<file path="src/rtl/stack_pkg.sv">
`default_nettype none
// +----------------------------------------------------------------------------+
// | Module      : stack_pkg                                                    |
// | Description : Shared helpers for the parametrised LIFO stack: ceil-log2    |
// |               function, default count width and the push/pop op encoding.  |
// | Revision    : 1.0 - initial release                                        |
// +----------------------------------------------------------------------------+
package stack_pkg;

    // Ceiling log2; clog2(1) = 0, clog2(9) = 4.
    function automatic int clog2(input int value);
        int r;
        int v;
        r = 0;
        v = value - 1;
        while (v > 0) begin
            r = r + 1;
            v = v >> 1;
        end
        return r;
    endfunction

    localparam int c_DEF_DEPTH = 8;
    localparam int c_DEF_CNT_W = clog2(c_DEF_DEPTH + 1);

    // Operation decoded directly from {Push, Pop}.
    typedef enum logic [1:0] {
        OP_IDLE = 2'b00,
        OP_POP  = 2'b01,
        OP_PUSH = 2'b10,
        OP_SWAP = 2'b11
    } stack_op_t;

    function automatic stack_op_t decode_op(input logic push, input logic pop);
        return stack_op_t'({push, pop});
    endfunction

endpackage
`default_nettype wire

</file>
<file path="src/rtl/stack_ram.sv">
`default_nettype none
// +----------------------------------------------------------------------------+
// | Module      : stack_ram                                                    |
// | Description : WIDTH x DEPTH storage, one synchronous write port and one    |
// |               asynchronous read port. Contents are not reset.              |
// | Revision    : 1.0 - initial release                                        |
// +----------------------------------------------------------------------------+
module stack_ram #(
    parameter int WIDTH  = 5,
    parameter int DEPTH  = 8,
    parameter int ADDR_W = 3
) (
    input  logic              clk,
    input  logic              i_we,
    input  logic [ADDR_W-1:0] i_waddr,
    input  logic [WIDTH-1:0]  i_wdata,
    input  logic [ADDR_W-1:0] i_raddr,
    output logic [WIDTH-1:0]  o_rdata
);

    logic [WIDTH-1:0] r_mem [DEPTH];

    // Synchronous write of one entry.
    always_ff @(posedge clk) begin
        if (i_we) begin
            r_mem[i_waddr] <= i_wdata;
        end
    end

    assign o_rdata = r_mem[i_raddr];

endmodule
`default_nettype wire

</file>
<file path="src/rtl/param_stack.sv">
`default_nettype none
// +----------------------------------------------------------------------------+
// | Module      : param_stack                                                  |
// | Description : Parametrised LIFO stack with occupancy count, flags,         |
// |               replace-top (push+pop), flush, error pulses and peek.        |
// | Revision    : 1.0 - initial release                                        |
// +----------------------------------------------------------------------------+
module param_stack
    import stack_pkg::*;
#(
    parameter int WIDTH     = 5,
    parameter int DEPTH     = 8,
    parameter int AF_THRESH = 6
) (
    input  logic                            clk,
    input  logic                            Rst,
    input  logic                            Clear,
    input  logic                            Push,
    input  logic                            Pop,
    input  logic [WIDTH-1:0]                Data_In,
    output logic [WIDTH-1:0]                Data_Out,
    output logic                            Valid_Out,
    output logic [WIDTH-1:0]                Top,
    output logic [clog2(DEPTH+1)-1:0]       Count,
    output logic                            Full,
    output logic                            Empty,
    output logic                            Almost_Full,
    output logic                            Overflow,
    output logic                            Underflow
);

    localparam int c_CNT_W  = clog2(DEPTH + 1);
    localparam int c_ADDR_W = clog2(DEPTH);

    logic [c_CNT_W-1:0]  r_count;
    logic [WIDTH-1:0]    r_data_out;
    logic                r_valid;
    logic                r_overflow;
    logic                r_underflow;

    stack_op_t           w_op;
    logic                w_full;
    logic                w_empty;
    logic                w_we;
    logic [c_ADDR_W-1:0] w_top_addr;
    logic [c_ADDR_W-1:0] w_waddr;
    logic [WIDTH-1:0]    w_rdata;

    assign w_op    = decode_op(Push, Pop);
    assign w_full  = (r_count == c_CNT_W'(DEPTH));
    assign w_empty = (r_count == '0);

    // Address of the current top entry; held at 0 when empty so the read
    // index never leaves the array for non power-of-two depths.
    assign w_top_addr = w_empty ? '0 : (c_ADDR_W'(r_count) - c_ADDR_W'(1));

    // Push writes just above the top; replace-top overwrites the top itself.
    assign w_waddr = (w_op == OP_PUSH) ? c_ADDR_W'(r_count) : w_top_addr;
    assign w_we    = !Rst && !Clear &&
                     (((w_op == OP_PUSH) && !w_full) ||
                      ((w_op == OP_SWAP) && !w_empty));

    stack_ram #(
        .WIDTH  (WIDTH),
        .DEPTH  (DEPTH),
        .ADDR_W (c_ADDR_W)
    ) u_ram (
        .clk     (clk),
        .i_we    (w_we),
        .i_waddr (w_waddr),
        .i_wdata (Data_In),
        .i_raddr (w_top_addr),
        .o_rdata (w_rdata)
    );

    // Occupancy, popped word and one-cycle status pulses.
    always_ff @(posedge clk) begin
        if (Rst) begin
            r_count     <= '0;
            r_data_out  <= '0;
            r_valid     <= 1'b0;
            r_overflow  <= 1'b0;
            r_underflow <= 1'b0;
        end else begin
            r_valid     <= 1'b0;
            r_overflow  <= 1'b0;
            r_underflow <= 1'b0;
            if (Clear) begin
                r_count <= '0;
            end else begin
                case (w_op)
                    OP_IDLE: begin
                    end
                    OP_PUSH: begin
                        if (w_full) begin
                            r_overflow <= 1'b1;
                        end else begin
                            r_count <= r_count + c_CNT_W'(1);
                        end
                    end
                    OP_POP: begin
                        if (w_empty) begin
                            r_underflow <= 1'b1;
                        end else begin
                            r_data_out <= w_rdata;
                            r_valid    <= 1'b1;
                            r_count    <= r_count - c_CNT_W'(1);
                        end
                    end
                    OP_SWAP: begin
                        // Empty stack passes the input straight through.
                        r_data_out <= w_empty ? Data_In : w_rdata;
                        r_valid    <= 1'b1;
                    end
                    default: begin
                    end
                endcase
            end
        end
    end

    assign Data_Out    = r_data_out;
    assign Valid_Out   = r_valid;
    assign Top         = w_empty ? '0 : w_rdata;
    assign Count       = r_count;
    assign Full        = w_full;
    assign Empty       = w_empty;
    assign Almost_Full = (r_count >= c_CNT_W'(AF_THRESH));
    assign Overflow    = r_overflow;
    assign Underflow   = r_underflow;

endmodule
`default_nettype wire

</file>
<file path="config.mk">
export PLATFORM = sky130hd
export DESIGN_NAME = param_stack
export DESIGN_NICKNAME = d
export VERILOG_FILES = /design/src/rtl/stack_pkg.sv /design/src/rtl/stack_ram.sv /design/src/rtl/param_stack.sv
export SDC_FILE = /design/constraint.sdc
export NUM_CORES = 1
export LEC_CHECK = 0
export CAP_MARGIN = 20
export CORE_MARGIN = 2
export CORE_UTILIZATION = 56
export CTS_BUF_LIST = sky130_fd_sc_hd__clkbuf_2 sky130_fd_sc_hd__clkbuf_4 sky130_fd_sc_hd__clkbuf_8
export CTS_CLUSTER_DIAMETER = 150
export DETAILED_ROUTE_END_ITERATION = 8
export HOLD_SLACK_MARGIN = 0.02
export PLACE_DENSITY = 0.78
export SLEW_MARGIN = 20
export SYNTH_ARGS = -nofsm -noshare
export SYNTH_HDL_FRONTEND = slang
export SYNTH_SLANG_ARGS = --single-unit
</file>
<file path="constraint.sdc">
create_clock -name clk -period 3.5 [get_ports clk]
set_input_delay 0.525 -clock clk [delete_from_list [all_inputs] [get_ports clk]]
set_output_delay 0.525 -clock clk [all_outputs]
set_load 0.01 [all_outputs]
</file>
After elaboration in Yosys (flattened, before gate mapping)
Memories as Yosys holds them, arrays and structs flattened.
Index checks and enable logic that the tools add are counted.
Storage, ports and cells
  bits in registers: 12
  memory bits (writable): 40
  memories kept: 1
Cells by class
  $add $sub $neg: 3
  magnitude comparators: 1
  equality and inequality tests: 6
  mux-type cells: 15
  bitwise gates (word level): 3
  reduce and logical (&&, ||, !) cells: 17
Memory list
  u_ram.r_mem: depth 8, width 5, read ports 1, clocked after Yosys merged registers in 0, wr ports 1, line stack_ram.sv:21  | logic [WIDTH-1:0] r_mem [DEPTH];
Operator list (count)
  $mux W5: 3
  $pmux W5 S2: 1
  $mux W4: 2
  $pmux W4 S2: 1
  $mux W3: 2
  $reduce_and A3 Y1: 2
  $reduce_or A3 Y1: 2
  $mux W1: 5
  $add A4 B1 Y4 const B: 1
  $eq A2 B2 Y1 const B: 2
  $eq A4 B4 Y1 const B: 1
  $ge A4 B3 Y1 const B: 1
  $logic_and A1 B1 Y1: 4
  $logic_not A1 Y1: 4
  $logic_not A4 Y1: 1
  $ne A2 B2 Y1 const B: 2
  $reduce_bool A2 Y1: 2
  $sub A4 B1 Y4 const B: 1
  $not A1 Y1: 3
  $sub A3 B1 Y3 const B: 1
  $eq A2 B1 Y1 const B: 1
  $pmux W1 S2: 1
  $reduce_or A2 Y1: 1
  $logic_or A1 B1 Y1: 1

Depth between registers and ports, before layout
  depth after elaboration: 7
  mapped depth: 9

Cells and area by module
A second synthesis with hierarchy kept.
Unflattened totals
  cell total of the unflattened synthesis: 161
  area, all modules: 2323.5 um^2
Modules (own cells, without submodules)
  stack_ram: times used 1, cells each 70, area an instance 1594.0 um^2, seq. area each 1201.2 um^2
  param_stack: times used 1, cells each 91, area an instance 729.4 um^2, seq. area each 240.2 um^2

Worst setup path after synthesis
Ideal clock, no wire load.
  kind: register to output
  start point: register r_count[0], in the netlist Count[0]
  end point: output port Top[0]
  arrival: 1.942 ns
  data required time: 2.975 ns
  slack: 1.033 ns
  stages on the path, launching flop included: 9
  path buffers: 2
  cell sequence: dfxtp_1 buf_2 inv_1 ha_1 or3b_4 buf_6 nand3_4 o221ai_1 a21oi_1
Between the ends
  word-level cells in the longest chain between the ends: 4
RTL lines
  start, declared: line param_stack.sv:35  | logic [c_CNT_W-1:0] r_count;
  start signal, assigned: line param_stack.sv:98  | r_count <= r_count + c_CNT_W'(1);
  start signal, assigned: line param_stack.sv:107  | r_count <= r_count - c_CNT_W'(1);
  $sub A3 B1 Y3 or $logic_not A4 Y1 (tied branches): line param_stack.sv:55, param_stack.sv:51
  $mux W3: line param_stack.sv:55  | assign w_top_addr = w_empty ? '0 : (c_ADDR_W'(r_count) - c_ADDR_W'(1));
  $mem_v2 Z8 W5
  $mux W5 (*): line param_stack.sv:124  | assign Top = w_empty ? '0 : w_rdata;
  end, declared: line param_stack.sv:23  | output logic [WIDTH-1:0] Top,
Every way passes the cells marked *; elsewhere a longest branch is shown, timed or not.

Worst setup path in the final report
  start point: register r_count[1], in the netlist Count[1]
  end point: output port Top[3]
The elaborated chain is that of the path after synthesis.

==> flow_summary.yaml <==
drt:
  initialDrtViolationCount: 176
  vias: 1736
  routedWlPerCell_um: 19.8
  drtAntennaViolNets: 0
  route.detailed.drc: 0
  vias_per_cell: 6.41
  first_pass_iters: 4
  wl_um: 5360
logic_synthesis:
  syn_nets: 206
  ys_async_sr_fraction_pct: 0
  synth-seq-cells: 52
  synth_edf_count: 40
  synthCells: 191
  ys_seq_area_share_pct: 59.2
  yosys_warnings: 0
  syn_area_per_cell_um2: 12.8
  ys.flop_type: "edfxtp_1"
  synth_area_um2: 2440
  ys_types: 43
final_layout:
  drive_gt1_share_pct: 12.7
  antenna_cells: 0
  multiInputGateArea_um2: 908
  area_delta_synth_final_pct: 16.5
  seq_area_um2: 1440
  instances_no_fill: 271
  nFillCells: 299
  fin_nets: 235
die:
  core-area_um2: 4090
  die_y_um: 70.0
  rows: 23
  ios: 30
  die-area_um2: 4890
  die-width_um: 70.0
  initial_core_util_pct: 59.6
flow_run:
  cap_violations: 0
sta:
  slew_headroom_pct: 65.9
  final.setup_skew_ns: 0.00876
  finalHoldViolCount: 0
  fmax_mhz: 304
  tns_ns: 0
  period_minus_slack_ns: 3.29
  timing.final.crit_share_pct: 94.0
  holdWs_ns: 0.587
  grt_setup_unrepaired: "false"
  setup_viol: 0
  slew_violations: 0
  worst_pin_slew_ns: 0.508
power_and_ir_drop:
  p_per_area_nw_per_um2: 416
  vdd_drop_max_mv: 0.351
  design_power_total_mw: 1.18
  p_leak_nw: 0.932
setup_path:
  reg2reg_depth: 7
  end_kind: "output pin"
  cp-start-kind: "register"
  worstPathArrival_ns: 2.76
  crit_required_ns: 2.97
  worstSetupPathType: "reg2out"
  path_max_fanout: 13
cts:
  clock_latency_ns: 0.30
  cts-buffers-inserted: 5
  postCtsHoldBufs: 0
  cts_setup_buffers: 0
  cts_tree: "done"
  htreeDepth: 2
  cts-root-buf: "clkbuf_8"
  clock_path_buffers: 2
  clk_pin_slew_ns: 0.10
  cts_sinks: 52
global_routing:
  overflow: 0
  grt_first_pass_wirelength_um: 8740
  grt_pass1_vias: 1707
  antenna_found_initial: 0
  grtUsageTotal_pct: 23.3
  grt_start_max_net_pins: 18
place:
  port_buffers: 29
  placedCellCount: 263
  place_congestion: 0.915
  hpwl_um: 3950
status:
  status: "finished, final reports clean"
hold_path:
  holdPathStages: 2
  hold_path.class: "reg2reg"
==> power breakdown <==
group	internal [mW]	switching, mW	total (mW)
Clock	0.144	0.201	0.345
Combinational	0.0687	0.0889	0.158
Sequential	0.672	0.00598	0.678
Total	0.884	0.296	1.18
==> cells by family after synthesis <==
kind of cell / synth area share, %
and+or+nand+nor: 12.4
DFF: 59.2
AOI/OAI and AO/OA: 15.7
buffers and inverters: 3.70
muxes: 5.39
adders and majority gates: 2.88
xor gates and xnor gates: 0.719
==> cell usage after synthesis (all sizes together) (2+ instances only) <==
cell type  number  area, um2
ha              4       50.1
a2bb2oi         4       35.0
clkbuf          3       11.3
nor2b           4       25.0
or2             2       12.5
and2            3       18.8
nand3           7       47.6
buf             6       48.8
a31oi           9       56.3
mux2i           6       60.1
nand2b          5       31.3
o221a           4       45.0
o211ai          7       62.6
o221ai          9       78.8
and2b           2       15.0
nand2           5       21.3
edfxtp         40       1200
nor2           16       60.1
mux2            4       45.0
a21oi           6       30.0
nor3            9       45.0
xnor2           2       17.5
dfxtp          12        240
inv             8       30.0
==> layer usage <==
metal / vias to the layer above / global-route usage [%] / routed length, um
met5: - / 0 / 0
met4: 0 / 8.76 / 127
met3: 12 / 5.19 / 329
met2: 78 / 38.5 / 2670
met1: 839 / 30.1 / 2220
li1: 807 / - / -
==> placed cells by master, fill, tap and decap left out, drive strengths merged, types with 2 or more instances in the layout <==
| master | netlist | routed |
|---|---|---|
| mux2 | 4 | 4 |
| dfxtp | 12 | 12 |
| a31oi | 9 | 9 |
| ha | 4 | 4 |
| o221a | 4 | 4 |
| nor2 | 16 | 16 |
| or2 | 2 | 2 |
| mux2i | 6 | 6 |
| a2bb2oi | 4 | 4 |
| nand2 | 5 | 5 |
| nand3 | 7 | 7 |
| inv | 8 | 10 |
| xnor2 | 2 | 2 |
| buf | 6 | 2 |
| clkdlybuf4s50 | 0 | 29 |
| edfxtp | 40 | 40 |
| clkbuf | 3 | 5 |
| a21oi | 6 | 6 |
| nor3 | 9 | 9 |
| nand2b | 5 | 5 |
| o211ai | 7 | 7 |
| o221ai | 9 | 9 |
| and2b | 2 | 2 |
| nor2b | 4 | 4 |
| and2 | 3 | 3 |
==> path summary, 6_finish.rpt <==
| path | startpoint | to | slack, ns |
|---|---|---|---|
| max reg2reg | Count[1] | u_ram.r_mem[2][3] | 1.08 |
| max | Count[1] | Top[3] | 0.21 |
| min reg2reg | Data_Out[2] | Data_Out[2] | 0.59 |
| min | Data_Out[2] | Data_Out[2] | 0.59 |
==> what timing repair did <==
action,in CTS,in global routing
endpoints found under the setup margin,0,5
resized for setup,0,3
hold endpoints to repair,0,0
==> worst max-delay path: stages (launching register included) <==
cell	delay [ns]
dfxtp_2	0.38
inv_1	0.12
ha_1	0.21
or3b_4	0.49
inv_2	0.22
a2111oi_1	0.09
a211o_1	0.25
a21oi_1	0.14
clkdlybuf4s50_1	0.55
==> through the flow <==
| step | setup WS [ns] | utilization (%) | instance area, um2 |
|---|---|---|---|
| floorplan | 1.03 | - | 2440 |
| CTS | 0.152 | 69.4 | 2830 |
| detailed placement | 0.491 | 67.1 | 2740 |
| finish | 0.210 | 69.5 | 2840 |
| global route | 0.0533 | 69.5 | 2840 |
| global placement | 0.557 | 67.1 | 2740 |
==> flip-flops by register name, summed over array words and instances (netlist names) <==
| signal | count |
|---|---|
| Count | 4 |
| Data_Out | 5 |
| Overflow | 1 |
| Underflow | 1 |
| Valid_Out | 1 |
| u_ram.r_mem | 40 |
==> layout make-up <==
class                   instances  area share, %
repair buffers                 31           10.8
inverters                       8           1.06
multi-input cells             122           32.0
well taps                      50           2.20
clock buffers                   5           2.42
flip-flops and latches         52           50.8
clock inverters                 3          0.749
(Power assumes the default switching activity.)
